<file path="src/rtl/corner_state_writer_if.sv">
// rtl/corner_state_writer_if.sv - sticker colour handshake between front end and corner writer
interface corner_state_writer_if #(
    parameter int COLOUR_W = 3
);
    logic                sticker_valid;
    logic [COLOUR_W-1:0] sticker_colour;
    logic                sticker_ready;

    modport master (
        output sticker_valid,
        output sticker_colour,
        input  sticker_ready
    );

    modport slave (
        input  sticker_valid,
        input  sticker_colour,
        output sticker_ready
    );
endinterface

</file>
<file path="src/rtl/corner_state_writer.sv">
// rtl/corner_state_writer.sv - packs learned corner sticker colours into the 72-bit corner cubestate
module corner_state_writer #(
    parameter int NUM_CORNERS    = 24,
    parameter int COLOUR_W       = 3,
    parameter int NUM_COLOURS    = 6,
    parameter int MAX_PER_COLOUR = 4
) (
    input  logic                            clock,
    input  logic                            reset_n,
    input  logic                            start,
    corner_state_writer_if.slave            stk,
    output logic [4:0]                      corner_num,
    output logic [NUM_CORNERS*COLOUR_W-1:0] cubestate,
    output logic                            busy,
    output logic                            done,
    output logic                            error,
    output logic [1:0]                      error_code
);
    localparam int                  STATE_W     = NUM_CORNERS * COLOUR_W;
    localparam int                  LSB_W       = $clog2(STATE_W);
    localparam logic [COLOUR_W-1:0] LAST_COLOUR = COLOUR_W'(NUM_COLOURS - 1);
    localparam logic [2:0]          MAX_COUNT   = 3'(MAX_PER_COLOUR);
    localparam logic [4:0]          LAST_CORNER = 5'(NUM_CORNERS - 1);

    typedef enum logic [1:0] {
        S_IDLE,
        S_LOAD,
        S_DONE,
        S_ERROR
    } state_t;

    state_t     state;
    logic [2:0] count [NUM_COLOURS];

    logic [LSB_W-1:0] field_lsb;
    logic [2:0]       cur_count;
    logic             colour_illegal;
    logic             colour_full;
    logic             transfer;

    // Corner 0 lives in the top field, so the field base counts down as corner_num rises.
    always_comb begin
        field_lsb      = LSB_W'((NUM_CORNERS - 1 - int'(corner_num)) * COLOUR_W);
        colour_illegal = (stk.sticker_colour > LAST_COLOUR);
        cur_count      = '0;
        if (!colour_illegal) begin
            cur_count = count[stk.sticker_colour];
        end
        colour_full = (cur_count == MAX_COUNT);
        transfer    = stk.sticker_valid && stk.sticker_ready;
    end

    always_ff @(posedge clock) begin
        if (!reset_n) begin
            state             <= S_IDLE;
            cubestate         <= '0;
            corner_num        <= '0;
            stk.sticker_ready <= 1'b0;
            busy              <= 1'b0;
            done              <= 1'b0;
            error             <= 1'b0;
            error_code        <= 2'd0;
            for (int i = 0; i < NUM_COLOURS; i++) begin
                count[i] <= '0;
            end
        end else begin
            case (state)
                S_IDLE, S_ERROR: begin
                    done <= 1'b0;
                    if (start) begin
                        state             <= S_LOAD;
                        cubestate         <= '0;
                        corner_num        <= '0;
                        stk.sticker_ready <= 1'b1;
                        busy              <= 1'b1;
                        error             <= 1'b0;
                        error_code        <= 2'd0;
                        for (int i = 0; i < NUM_COLOURS; i++) begin
                            count[i] <= '0;
                        end
                    end
                end

                S_LOAD: begin
                    if (transfer) begin
                        if (colour_illegal || colour_full) begin
                            state             <= S_ERROR;
                            stk.sticker_ready <= 1'b0;
                            busy              <= 1'b0;
                            error             <= 1'b1;
                            error_code        <= colour_illegal ? 2'd1 : 2'd2;
                        end else begin
                            cubestate[field_lsb +: COLOUR_W] <= stk.sticker_colour;
                            count[stk.sticker_colour]        <= cur_count + 3'd1;
                            if (corner_num == LAST_CORNER) begin
                                state             <= S_DONE;
                                corner_num        <= '0;
                                stk.sticker_ready <= 1'b0;
                                busy              <= 1'b0;
                                done              <= 1'b1;
                            end else begin
                                corner_num <= corner_num + 5'd1;
                            end
                        end
                    end
                end

                S_DONE: begin
                    state <= S_IDLE;
                    done  <= 1'b0;
                end

                default: begin
                    state             <= S_IDLE;
                    stk.sticker_ready <= 1'b0;
                    busy              <= 1'b0;
                    done              <= 1'b0;
                end
            endcase
        end
    end
endmodule
</file>
<file path="src/flat_wrapper.sv">
// flat-port wrapper written by rule: the top's interface ports become plain ports
module corner_state_writer_flat 
#(
    parameter int NUM_CORNERS    = 24,
    parameter int COLOUR_W       = 3,
    parameter int NUM_COLOURS    = 6,
    parameter int MAX_PER_COLOUR = 4
)
  (clock, reset_n, start, corner_num, cubestate, busy, done, error, error_code, stk_sticker_valid, stk_sticker_colour, stk_sticker_ready);
  corner_state_writer_if #(.COLOUR_W(COLOUR_W)) stk_i ();
  input  logic clock;
  input  logic reset_n;
  input  logic start;
  output logic [4:0] corner_num;
  output logic [NUM_CORNERS*COLOUR_W-1:0] cubestate;
  output logic busy;
  output logic done;
  output logic error;
  output logic [1:0] error_code;
  input wire logic [$bits(stk_i.sticker_valid)-1:0] stk_sticker_valid;
  input wire logic [$bits(stk_i.sticker_colour)-1:0] stk_sticker_colour;
  output wire logic [$bits(stk_i.sticker_ready)-1:0] stk_sticker_ready;
  assign stk_i.sticker_valid = stk_sticker_valid;
  assign stk_i.sticker_colour = stk_sticker_colour;
  assign stk_sticker_ready = stk_i.sticker_ready;
  corner_state_writer #(.NUM_CORNERS(NUM_CORNERS), .COLOUR_W(COLOUR_W), .NUM_COLOURS(NUM_COLOURS), .MAX_PER_COLOUR(MAX_PER_COLOUR)) u_core (.clock(clock), .reset_n(reset_n), .start(start), .stk(stk_i), .corner_num(corner_num), .cubestate(cubestate), .busy(busy), .done(done), .error(error), .error_code(error_code));
endmodule
</file>
<file path="config.mk">
export PLATFORM = sky130hd
export DESIGN_NAME = corner_state_writer_flat
export DESIGN_NICKNAME = d
export VERILOG_FILES = /design/src/rtl/corner_state_writer_if.sv /design/src/rtl/corner_state_writer.sv /design/src/flat_wrapper.sv
export SDC_FILE = /design/constraint.sdc
export NUM_CORES = 1
export LEC_CHECK = 0
export CAP_MARGIN = 15
export CORE_UTILIZATION = 55
export DETAILED_ROUTE_END_ITERATION = 10
export PLACE_DENSITY_LB_ADDON = 0.25
export SLEW_MARGIN = 20
export SYNTH_ARGS = -nofsm -noshare
export SYNTH_HDL_FRONTEND = slang
export SYNTH_SLANG_ARGS = --single-unit
</file>
<file path="constraint.sdc">
create_clock -name clock -period 4.95 [get_ports clock]
set_input_delay 0.99 -clock clock [delete_from_list [all_inputs] [get_ports clock]]
set_output_delay 0.99 -clock clock [all_outputs]
set_load 0.05 [all_outputs]
</file>
==> key figures, run 1 <==
Outcome
  – Status: finished, final reports clean

Setup path
  – Slowest stage cell, crit path: or4_1
  – WP data arrival: 4.38 ns
  – Critical-path cell list: inv_1 -> ha_1 -> xnor2_1 -> ha_1 -> nor3b_2 -> or4_1 -> a221oi_2 -> a31oi_2 -> nor2_4 -> nand3_1 -> mux2i_1
  – Critical R2R Launch: u_core.corner_num[3]$_SDFFE_PN0P_
  – Crit Path Class: reg -> reg
  – Crit-path max FO: 24
  – Critical path required time: 5.25 ns
  – FF-to-FF path depth: 11
  – CP top delay family: simple AND/OR/NAND/NOR gates
  – Critical Path Most Common Cell: ha_1
  – Nature of the critical path startpoint: register
  – Worst reg-to-reg setup slack: 0.88 ns
  – CP peak stage delay: 0.65 ns
  – R2R Path End: u_core.cubestate[55]$_SDFFE_PN0P_
  – Crit path buf inv count: 1
  – Crit. End Element: register

Layout
  – Share of cells above drive strength 1: 0.0780
  – Final nets: roughly 800
  – Antenna cells: 0
  – Layout area overhead: 20.2%
  – Finished Layout Cells: 918

Placed design
  – Dpl cells: 902
  – RD Place Congestion: just over 0.9
  – IO buf count: 89
  – Post-DP HPWL: 12.2 mm
  – Dpl ws: slightly below 0.8 ns

Floorplanning
  – Rows: 37
  – IO Pins: 90
  – Die height: 106 um
  – Die footprint: around 0.011 mm^2
  – Die width: between 100 and 150 um
  – Core box area: between 0.01 and 0.015 mm^2
  – Initial Util: 0.572

Pwr
  – Gate power share: 0.374
  – Sw frac: 0.407
  – Peak VDD IR: 264 uV
  – Power share of the clock group: 0.251
  – Total power: 2.46 mW
  – Part of the power in registers: 0.375
  – Psw: between 0.9 and 1 mW
  – Static Leak: 2.82 nW
  – Pwr Density: between 300 and 400 mW/mm^2
  – Cell-internal power: 1.46 mW

CTS
  – Clk sinks: 102
  – Clk_lat worst skew: 0.38 ns
  – CTS tree: built
  – Hold buffer count at CTS: 0
  – Clk root buf: clkbuf_8
  – Clock-pin slew on the worst setup and hold paths: 0.10 ns
  – Post-CTS Setup Bufs: 0
  – Post-cts gate resize count: 0
  – TritonCTS buffer count: 9
  – CTS max path bufs: 2
  – H-tree depth: 3

Drt
  – DRC viols: 0
  – Pre-antenna DRT Iters: 5
  – Routed WL per cell: 18.5 um
  – Via/cell ratio: roughly 6
  – Post-DRT Antenna Nets: 0
  – WL final: 16.9 mm
  – Vias post-DR: 5565
  – 1st-iter DRT viols: between 500 and 600

GRT
  – All-layer global routing usage: 0.313
  – First-pass GRT wire length: 27.6 mm
  – Total grt overflow: 0
  – Pin count of the biggest net entering global routing: 66
  – Vias in the first global route: 5370
  – Initial antenna violation count: 0

Timing
  – Final setup vio count: 0
  – Final hold violations: 0
  – Worst clock skew: 0.0128 ns
  – Min Tclk post-route: 4.07 ns
  – Worst slew pin tran: 0.879 ns
  – Unrepaired setup endpoints after global routing: false
  – Min setup slack post-route: ~0.88 ns
  – Final Max Slew Viols: 0
  – Peak Freq: approximately 250 MHz
  – Setup TNS Final: 0 ns
  – Final period util: 0.823
  – Max_slew headroom: 0.414

Logic synthesis
  – Main flop type after synthesis: dfxtp_1
  – Area contributors post-synth: dfxtp_1 28%, mux2i_1 10%, edfxtp_1 9.1%
  – Share of synthesized registers carrying an async set or reset: 0
  – Mapped Cells: 703
  – Yosys top cell area share: 0.284
  – Synth Register Bits: a little over 100
  – Post-synth top area cell: dfxtp_1
  – EDFF count, synth: 18
  – YS warnings: 0
  – Syn_nets: 729
  – Post-Syn Area: 0.00593 mm^2
  – Mapped Avg Cell Area: roughly 8.4 um^2
  – Sequential share of the synthesized area: 0.375
  – Yosys cell types: 82

Hold path
  – Worst Hold Class: reg -> reg
  – Hold Path Depth: 2
  – Min-delay src: u_core.cubestate[19]$_SDFFE_PN0P_
  – Worst hold endpoint: u_core.cubestate[19]$_SDFFE_PN0P_

Job
  – Max-Cap Viols: 0
[tightest hold or removal path, stage by stage (launching register included)]
cell and delay [ns]:
dfxtp_1 0.32, nand2_1 0.05, mux2i_1 0.05
[stage by stage]
step            util  hold slack (ns)  area [um^2]
3_3_place_gp   0.665            0.444         6900
5_1_grt        0.688            0.486         7130
6_report       0.688            0.466         7130
3_5_place_dp   0.665            0.454         6900
2_1_floorplan      -            0.460         5930
4_1_cts        0.688            0.469         7130
[flip-flops by register name (all words and copies together) (netlist names)]
| name | count |
|---|---|
| u_core.stk.sticker_ready | 1 |
| u_core.done | 1 |
| u_core.state | 2 |
| u_core.cubestate | 72 |
| u_core.count | 18 |
| u_core.error_code | 2 |
| u_core.corner_num | 5 |
| u_core.error | 1 |
[power groups by stage]
stage               sequential (mW)  combinational [mW]  clock, mW
global placement              0.936               0.869          0
floorplan                     0.978               0.614          0
CTS                           0.919               0.897      0.618
global route                  0.924               0.990      0.661
finish                        0.920               0.919      0.617
detailed placement            0.938               0.891          0
[worst max-delay path by stage]
stage | from | endpoint | slack [ns] | cells after the start
4_1_cts | u_core.corner_num[3]$_SDFFE_PN0P_ | u_core.cubestate[55]$_SDFFE_PN0P_ | 0.92 | 11
3_3_place_gp | stk_sticker_colour[2] | u_core.cubestate[33]$_SDFFE_PN0P_ | 0.80 | 12
3_5_place_dp | stk_sticker_colour[1] | u_core.count[3][1]$_SDFFCE_PN0P_ | 0.78 | 12
5_1_grt | u_core.corner_num[3]$_SDFFE_PN0P_ | u_core.cubestate[55]$_SDFFE_PN0P_ | 0.64 | 11
2_1_floorplan | stk_sticker_colour[2] | u_core.count[2][0]$_SDFFCE_PN0P_ | 1.11 | 14
6_report | u_core.corner_num[3]$_SDFFE_PN0P_ | u_core.cubestate[55]$_SDFFE_PN0P_ | 0.88 | 11
[per-layer routing]
| layer | track usage | part of all wire | vias to the layer above |
|---|---|---|---|
| met1 | 0.399 | 0.41 | 2658 |
| met2 | 0.528 | 0.49 | 210 |
| li1 | - | - | 2648 |
| met5 | 0 | 0 | - |
| met4 | 0.116 | 0.027 | 0 |
| met3 | 0.0544 | 0.066 | 49 |
[cell type report]
cell class                      instances  area (um^2)
Clock buffer                           11          153
Tap cell                              136          170
Clock inverter                          5         78.8
Inverter                               24         90.1
Sequential cell                       102         2220
Multi-Input combinational cell        536         3410
Fill cell                             877         3240
Timing Repair Buffer                  104         1000
[kinds of logic (layout without fill, tap and decap cells)]
logic type	Yosys count	after routing	share of synthesized area
muxes	60	60	0.102
DFF	102	102	0.375
xor gates and xnor gates	11	11	0.0198
AOI/OAI and AO/OA	127	127	0.155
buffers and inverters	65	144	0.0511
adders and majority gates	19	19	0.0414
and+or+nand+nor	319	319	0.256
[synth_stat cells (15+ instances only)]
cell type	n
o21ai_0	15
nand3_1	59
nor2_1	66
nand2_1	118
dfxtp_1	84
mux2i_1	59
edfxtp_1	18
a21oi_1	28
clkbuf_1	21
ha_1	18
inv_1	23
[layout by cell type (no fill, tap or decap), types with 11 or more instances in the layout]
cell type        instances
nand2_1                118
clkdlybuf4s50_1         89
dfxtp_1                 84
nor2_1                  65
mux2i_1                 59
nand3_1                 59
a21oi_1                 28
inv_1                   23
ha_1                    18
edfxtp_1                18
o21ai_0                 15
buf_4                   15
o211ai_1                11
nor3_1                  11
Power figures use the tool's default switching activity.
==> inputs of run 2 (changes only) <==
==> constraint.sdc (replaced) <==
create_clock -name clock -period 4.1 [get_ports clock]
set_input_delay 0.82 -clock clock [delete_from_list [all_inputs] [get_ports clock]]
set_output_delay 0.82 -clock clock [all_outputs]
set_load 0.05 [all_outputs]
==> key figures, run 2 (synthesis gave the netlist of run 1 again) <==
Floorplanning
  – IO Pins: 90
  – Die footprint: 0.0112 mm^2
  – Core box area: just over 0.01 mm^2
  – Rows: 37
  – Initial Util: 0.572
  – Die width: around 110 um
  – Die height: 106 um

Drt
  – Via/cell ratio: ~6
  – Routed WL per cell: 18.0 um
  – Post-DRT Antenna Nets: 0
  – WL final: 16.6 mm
  – 1st-iter DRT viols: between 500 and 600
  – DRC viols: 0
  – Pre-antenna DRT Iters: 5
  – Vias post-DR: around 5600

GRT
  – Initial antenna violation count: 0
  – All-layer global routing usage: 0.306
  – First-pass GRT wire length: 26.9 mm
  – Vias in the first global route: approximately 5300
  – Total grt overflow: 0
  – Pin count of the biggest net entering global routing: 31

Timing
  – Min Tclk post-route: 3.82 ns
  – Max_slew headroom: 0.376
  – Final period util: 0.933
  – Final setup vio count: 0
  – Unrepaired setup endpoints after global routing: false
  – Setup TNS Final: 0 ns
  – Final hold violations: 0
  – Min setup slack post-route: 0.275 ns
  – Worst clock skew: 0.00639 ns
  – Peak Freq: 261 MHz
  – Final Max Slew Viols: 0
  – Worst slew pin tran: between 0.9 and 1 ns

CTS
  – Post-CTS Setup Bufs: 0
  – Hold buffer count at CTS: 0
  – CTS max path bufs: 2
  – Clk root buf: clkbuf_8
  – Post-cts gate resize count: 0
  – Clk sinks: 102
  – Clock-pin slew on the worst setup and hold paths: around 0.1 ns
  – H-tree depth: 3
  – Clk_lat worst skew: 0.37 ns
  – TritonCTS buffer count: 9
  – CTS tree: built

Hold path
  – Worst hold endpoint: u_core.cubestate[59]$_SDFFE_PN0P_
  – Hold Path Depth: 2
  – Worst Hold Class: reg -> reg
  – Min-delay src: u_core.cubestate[59]$_SDFFE_PN0P_

Setup path
  – Slowest stage cell, crit path: or4_1
  – Crit. End Element: register
  – Critical path required time: 4.35 ns
  – Critical Path Most Common Cell: ha_1
  – Crit path buf inv count: 2
  – Critical-path cell list: inv_1 -> ha_1 -> xnor2_1 -> ha_1 -> nor3b_2 -> or4_1 -> and2_4 -> a21oi_2 -> o21a_1 -> buf_4 -> nand3_1 -> mux2i_1
  – Nature of the critical path startpoint: register
  – FF-to-FF path depth: 12
  – Worst reg-to-reg setup slack: about 0.28 ns
  – CP peak stage delay: 0.65 ns
  – CP top delay family: simple AND/OR/NAND/NOR gates
  – WP data arrival: 4.08 ns
  – Crit-path max FO: 20
  – Critical R2R Launch: u_core.corner_num[3]$_SDFFE_PN0P_
  – R2R Path End: u_core.cubestate[32]$_SDFFE_PN0P_
  – Crit Path Class: reg -> reg

Layout
  – Most frequent cells in the layout: 118 x nand2_1, 89 x clkdlybuf4s50_1, 83 x dfxtp_1
  – Antenna cells: 0
  – Top reg by flops: u_core.cubestate
  – Final nets: 808
  – Share of cells above drive strength 1: 0.0877
  – Max reg flops: slightly above 70
  – Finished Layout Cells: 923
  – Top Registers: u_core.cubestate (72), u_core.count (18), u_core.corner_num (5)
  – Commonest non-fill, non-tap cell in the layout: nand2_1
  – Layout area overhead: 20.2%
  – Final Cell Area: 0.00713 mm^2
  – Layout fillers: 876

Placed design
  – IO buf count: 89
  – Post-DP HPWL: 12.3 mm
  – RD Place Congestion: 0.939
  – Dpl ws: 0.154 ns
  – Post-DP Area: 0.00694 mm^2
  – Dpl cells: 907

Pwr
  – Total power: about 2.8 mW
  – Static Leak: ~2.8 nW
  – Peak VDD IR: around 310 uV
  – Pwr Density: 399 mW/mm^2

Outcome
  – Status: finished, final reports clean

Job
  – Max-Cap Viols: 0
[run 2: cell types whose count changed in the layout (fill, tap and decap cells not counted), sizes merged]
cell / delta
buf: +5
bufinv: -2
inv: +2
[run 2: worst max path at each step]
stage	from	to	depth (start not counted)
2_1_floorplan	u_core.corner_num[0]$_SDFFE_PN0P_	u_core.cubestate[6]$_SDFFE_PN0P_	12
3_3_place_gp	u_core.corner_num[3]$_SDFFE_PN0P_	u_core.cubestate[56]$_SDFFE_PN0P_	10
3_5_place_dp	u_core.corner_num[3]$_SDFFE_PN0P_	u_core.cubestate[32]$_SDFFE_PN0P_	12
4_1_cts	u_core.corner_num[3]$_SDFFE_PN0P_	u_core.cubestate[32]$_SDFFE_PN0P_	12
5_1_grt	u_core.corner_num[3]$_SDFFE_PN0P_	u_core.cubestate[32]$_SDFFE_PN0P_	12
6_report	u_core.corner_num[3]$_SDFFE_PN0P_	u_core.cubestate[32]$_SDFFE_PN0P_	12
[run 2: per-layer routing]
metal	vias up	wire length (um)	track usage
met4	0	382	0.113
met2	218	7990	0.513
met3	36	1040	0.0439
li1	2656	-	-
met1	2642	7240	0.398
met5	-	0	0
[run 2: stage by stage]
| stage | hold WS, ns | util |
|---|---|---|
| floorplan | 0.460 | - |
| global placement | 0.445 | 0.669 |
| detailed placement | 0.452 | 0.669 |
| CTS | 0.466 | 0.686 |
| global route | 0.492 | 0.687 |
| finish | 0.466 | 0.687 |
[run 2: power by group]
group	internal [mW]	switching (mW)
Clock	0.245	0.376
Sequential	1.08	0.0293
Combinational	0.304	0.807
[run 2: final cells by class]
cell class,instances,area (um^2),share of cell area
tap,136,170,0.0239
multi-input combinational,536,3420,0.480
inverter,24,90.1,0.0126
clock inverter,5,40.0,0.00562
sequential,102,2220,0.312
clock buffer,11,141,0.0198
timing repair buffer,109,1040,0.146
[run 2: tightest hold or removal path, cell delays in order, from the launching register on]
cell	delay (ns)
dfxtp_1	0.32
nand2_1	0.05
mux2i_1	0.06
==> inputs of run 3 (changes only) <==
--- a/config.mk
+++ b/config.mk
@@ -9,6 +9,7 @@
 export CORE_UTILIZATION = 55
 export DETAILED_ROUTE_END_ITERATION = 10
 export PLACE_DENSITY_LB_ADDON = 0.25
+export SETUP_SLACK_MARGIN = 0.15
 export SLEW_MARGIN = 20
 export SYNTH_ARGS = -nofsm -noshare
 export SYNTH_HDL_FRONTEND = slang
==> key figures, run 3 (synthesis gave the netlist of run 1 again) <==
Floorplanning
  – Die width: 106 um
  – Core box area: 0.0104 mm^2
  – IO Pins: 90
  – Die footprint: ~0.011 mm^2
  – Rows: 37
  – Initial Util: 0.572
  – Die height: 106 um

Drt
  – Post-DRT Antenna Nets: 0
  – 1st-iter DRT viols: between 500 and 600
  – Vias post-DR: 5562
  – Pre-antenna DRT Iters: 6
  – Routed WL per cell: 18.2 um
  – DRC viols: 0
  – WL final: approximately 17 mm
  – Via/cell ratio: 6.02

CTS
  – H-tree depth: 3
  – Clk sinks: ~100
  – Clock-pin slew on the worst setup and hold paths: 0.11 ns
  – CTS tree: built
  – TritonCTS buffer count: 9
  – CTS max path bufs: 2
  – Clk_lat worst skew: 0.38 ns
  – Clk root buf: clkbuf_8

Hold path
  – Worst hold endpoint: u_core.cubestate[6]$_SDFFE_PN0P_
  – Hold Path Depth: 2
  – Worst Hold Class: reg -> reg
  – Min-delay src: u_core.cubestate[6]$_SDFFE_PN0P_

Pwr
  – Part of the power in registers: 0.391
  – Gate power share: 0.391
  – Power share of the clock group: 0.218
  – Pwr Density: a little under 400 mW/mm^2
  – Sw frac: 0.426
  – Peak VDD IR: 306 uV
  – Cell-internal power: 1.63 mW
  – Psw: approximately 1.2 mW
  – Static Leak: around 2.8 nW

Setup path
  – Crit. End Element: register
  – R2R Path End: u_core.cubestate[12]$_SDFFE_PN0P_
  – Nature of the critical path startpoint: register
  – Crit path buf inv count: 2
  – Critical R2R Launch: u_core.corner_num[2]$_SDFFE_PN0P_
  – CP peak stage delay: roughly 0.66 ns
  – Crit Path Class: reg -> reg
  – CP top delay family: simple AND/OR/NAND/NOR gates
  – Critical-path cell list: inv_1 -> ha_1 -> ha_1 -> inv_1 -> fa_1 -> and3b_1 -> xnor2_1 -> nor2_1 -> and3_1 -> a21oi_1 -> o21a_1
  – Slowest stage cell, crit path: fa_1
  – Critical path required time: 4.38 ns
  – Worst reg-to-reg setup slack: between 0.3 and 0.4 ns
  – Crit-path max FO: 8
  – FF-to-FF path depth: 11
  – WP data arrival: 4.02 ns
  – Stages on worst setup path: 11

Timing
  – Max_slew headroom: 0.370
  – Hold slack: 0.465 ns
  – Setup TNS Final: 0 ns
  – Worst clock skew: about 0.010 ns
  – Final period util: 0.914
  – Final setup vio count: 0
  – Final Max Slew Viols: 0
  – Final hold violations: 0
  – Worst slew pin tran: about 0.94 ns
  – Unrepaired setup endpoints after global routing: false
  – Peak Freq: 267 MHz
  – Min Tclk post-route: 3.75 ns

Layout
  – Top Registers: u_core.cubestate (72), u_core.count (18), u_core.corner_num (5)
  – Top reg by flops: u_core.cubestate
  – Final nets: 809
  – Antenna cells: 0
  – Finished Layout Cells: 924
  – Share of cells above drive strength 1: 0.0914
  – Most frequent cells in the layout: 118 x nand2_1, 89 x clkdlybuf4s50_1, 83 x dfxtp_1
  – Core Util, Final: 0.690
  – Max reg flops: 72
  – Multi-input gate area: 0.00344 mm^2
  – Register area: 0.00222 mm^2
  – Layout area overhead: 20.6%
  – Final Cell Area: just over 0.007 mm^2
  – Layout fillers: 871
  – Commonest non-fill, non-tap cell in the layout: nand2_1

Placed design
  – RD Place Congestion: between 0.9 and 1
  – Post-DP HPWL: 12.3 mm
  – IO buf count: just under 90
  – Dpl cells: 907
  – Post-DP Area: 0.00694 mm^2

GRT
  – First-pass GRT wire length: about 27 mm
  – Vias in the first global route: 5330
  – Pin count of the biggest net entering global routing: 31
  – All-layer global routing usage: 0.306
  – Initial antenna violation count: 0
  – Total grt overflow: 0

Job
  – Max-Cap Viols: 0

Outcome
  – Status: finished, final reports clean
[run 3: what timing repair did]
item,CTS,global route
hold buffers,0,0
gates resized for setup,1,4
cloned,0,0
buffers inserted,0,1
pin swaps,0,1
setup endpoints to repair,1,32
[run 3: worst max-delay path by stage]
stage / to / slack (ns) / start
after CTS: u_core.cubestate[32]$_SDFFE_PN0P_ / 0.29 / u_core.corner_num[3]$_SDFFE_PN0P_
after global routing: u_core.cubestate[32]$_SDFFE_PN0P_ / 0.16 / u_core.corner_num[2]$_SDFFE_PN0P_
after floorplan: u_core.cubestate[6]$_SDFFE_PN0P_ / 0.27 / u_core.corner_num[0]$_SDFFE_PN0P_
final: u_core.cubestate[12]$_SDFFE_PN0P_ / 0.35 / u_core.corner_num[2]$_SDFFE_PN0P_
after global placement: u_core.cubestate[56]$_SDFFE_PN0P_ / 0.29 / u_core.corner_num[3]$_SDFFE_PN0P_
after detailed placement: u_core.cubestate[32]$_SDFFE_PN0P_ / 0.15 / u_core.corner_num[3]$_SDFFE_PN0P_
[run 3: layout make-up]
| type | count | area share |
|---|---|---|
| flip-flops and latches | 102 | 0.311 |
| clock buffers | 11 | 0.0198 |
| repair buffers | 110 | 0.147 |
| clock inverters | 5 | 0.00560 |
| well taps | 136 | 0.0238 |
| inverters | 24 | 0.0126 |
| multi-input cells | 536 | 0.481 |
[run 3: worst register-to-register path, stage by stage (launching register included)]
cell	delay (ns)
dfxtp_1	0.42
inv_1	0.11
ha_1	0.28
ha_1	0.18
inv_1	0.07
fa_1	0.66
and3b_1	0.30
xnor2_1	0.23
nor2_1	0.65
and3_1	0.43
a21oi_1	0.12
o21a_1	0.20
[run 3: through the flow]
| step | setup slack, ns | total power [mW] |
|---|---|---|
| 2_1_floorplan | 0.274 | 1.92 |
| 3_3_place_gp | 0.295 | 2.20 |
| 3_5_place_dp | 0.154 | 2.21 |
| 4_1_cts | 0.287 | 2.82 |
| 5_1_grt | 0.162 | 2.98 |
| 6_report | 0.351 | 2.84 |
[run 3: per-layer routing]
metal  vias to the layer above  track usage  part of all wire
met1                      2647        0.398              0.44
met4                         0        0.113             0.021
li1                       2663            -                 -
met3                        34       0.0439             0.061
met2                       218        0.513              0.48
met5                         -            0                 0
[run 3: power by group through the flow]
stage / sequential (mW) / combinational [mW] / clock [mW]
4_1_cts: 1.11 / 1.08 / 0.621
5_1_grt: 1.12 / 1.21 / 0.655
3_5_place_dp: 1.13 / 1.08 / 0
3_3_place_gp: 1.13 / 1.07 / 0
6_report: 1.11 / 1.11 / 0.621
2_1_floorplan: 1.18 / 0.742 / 0
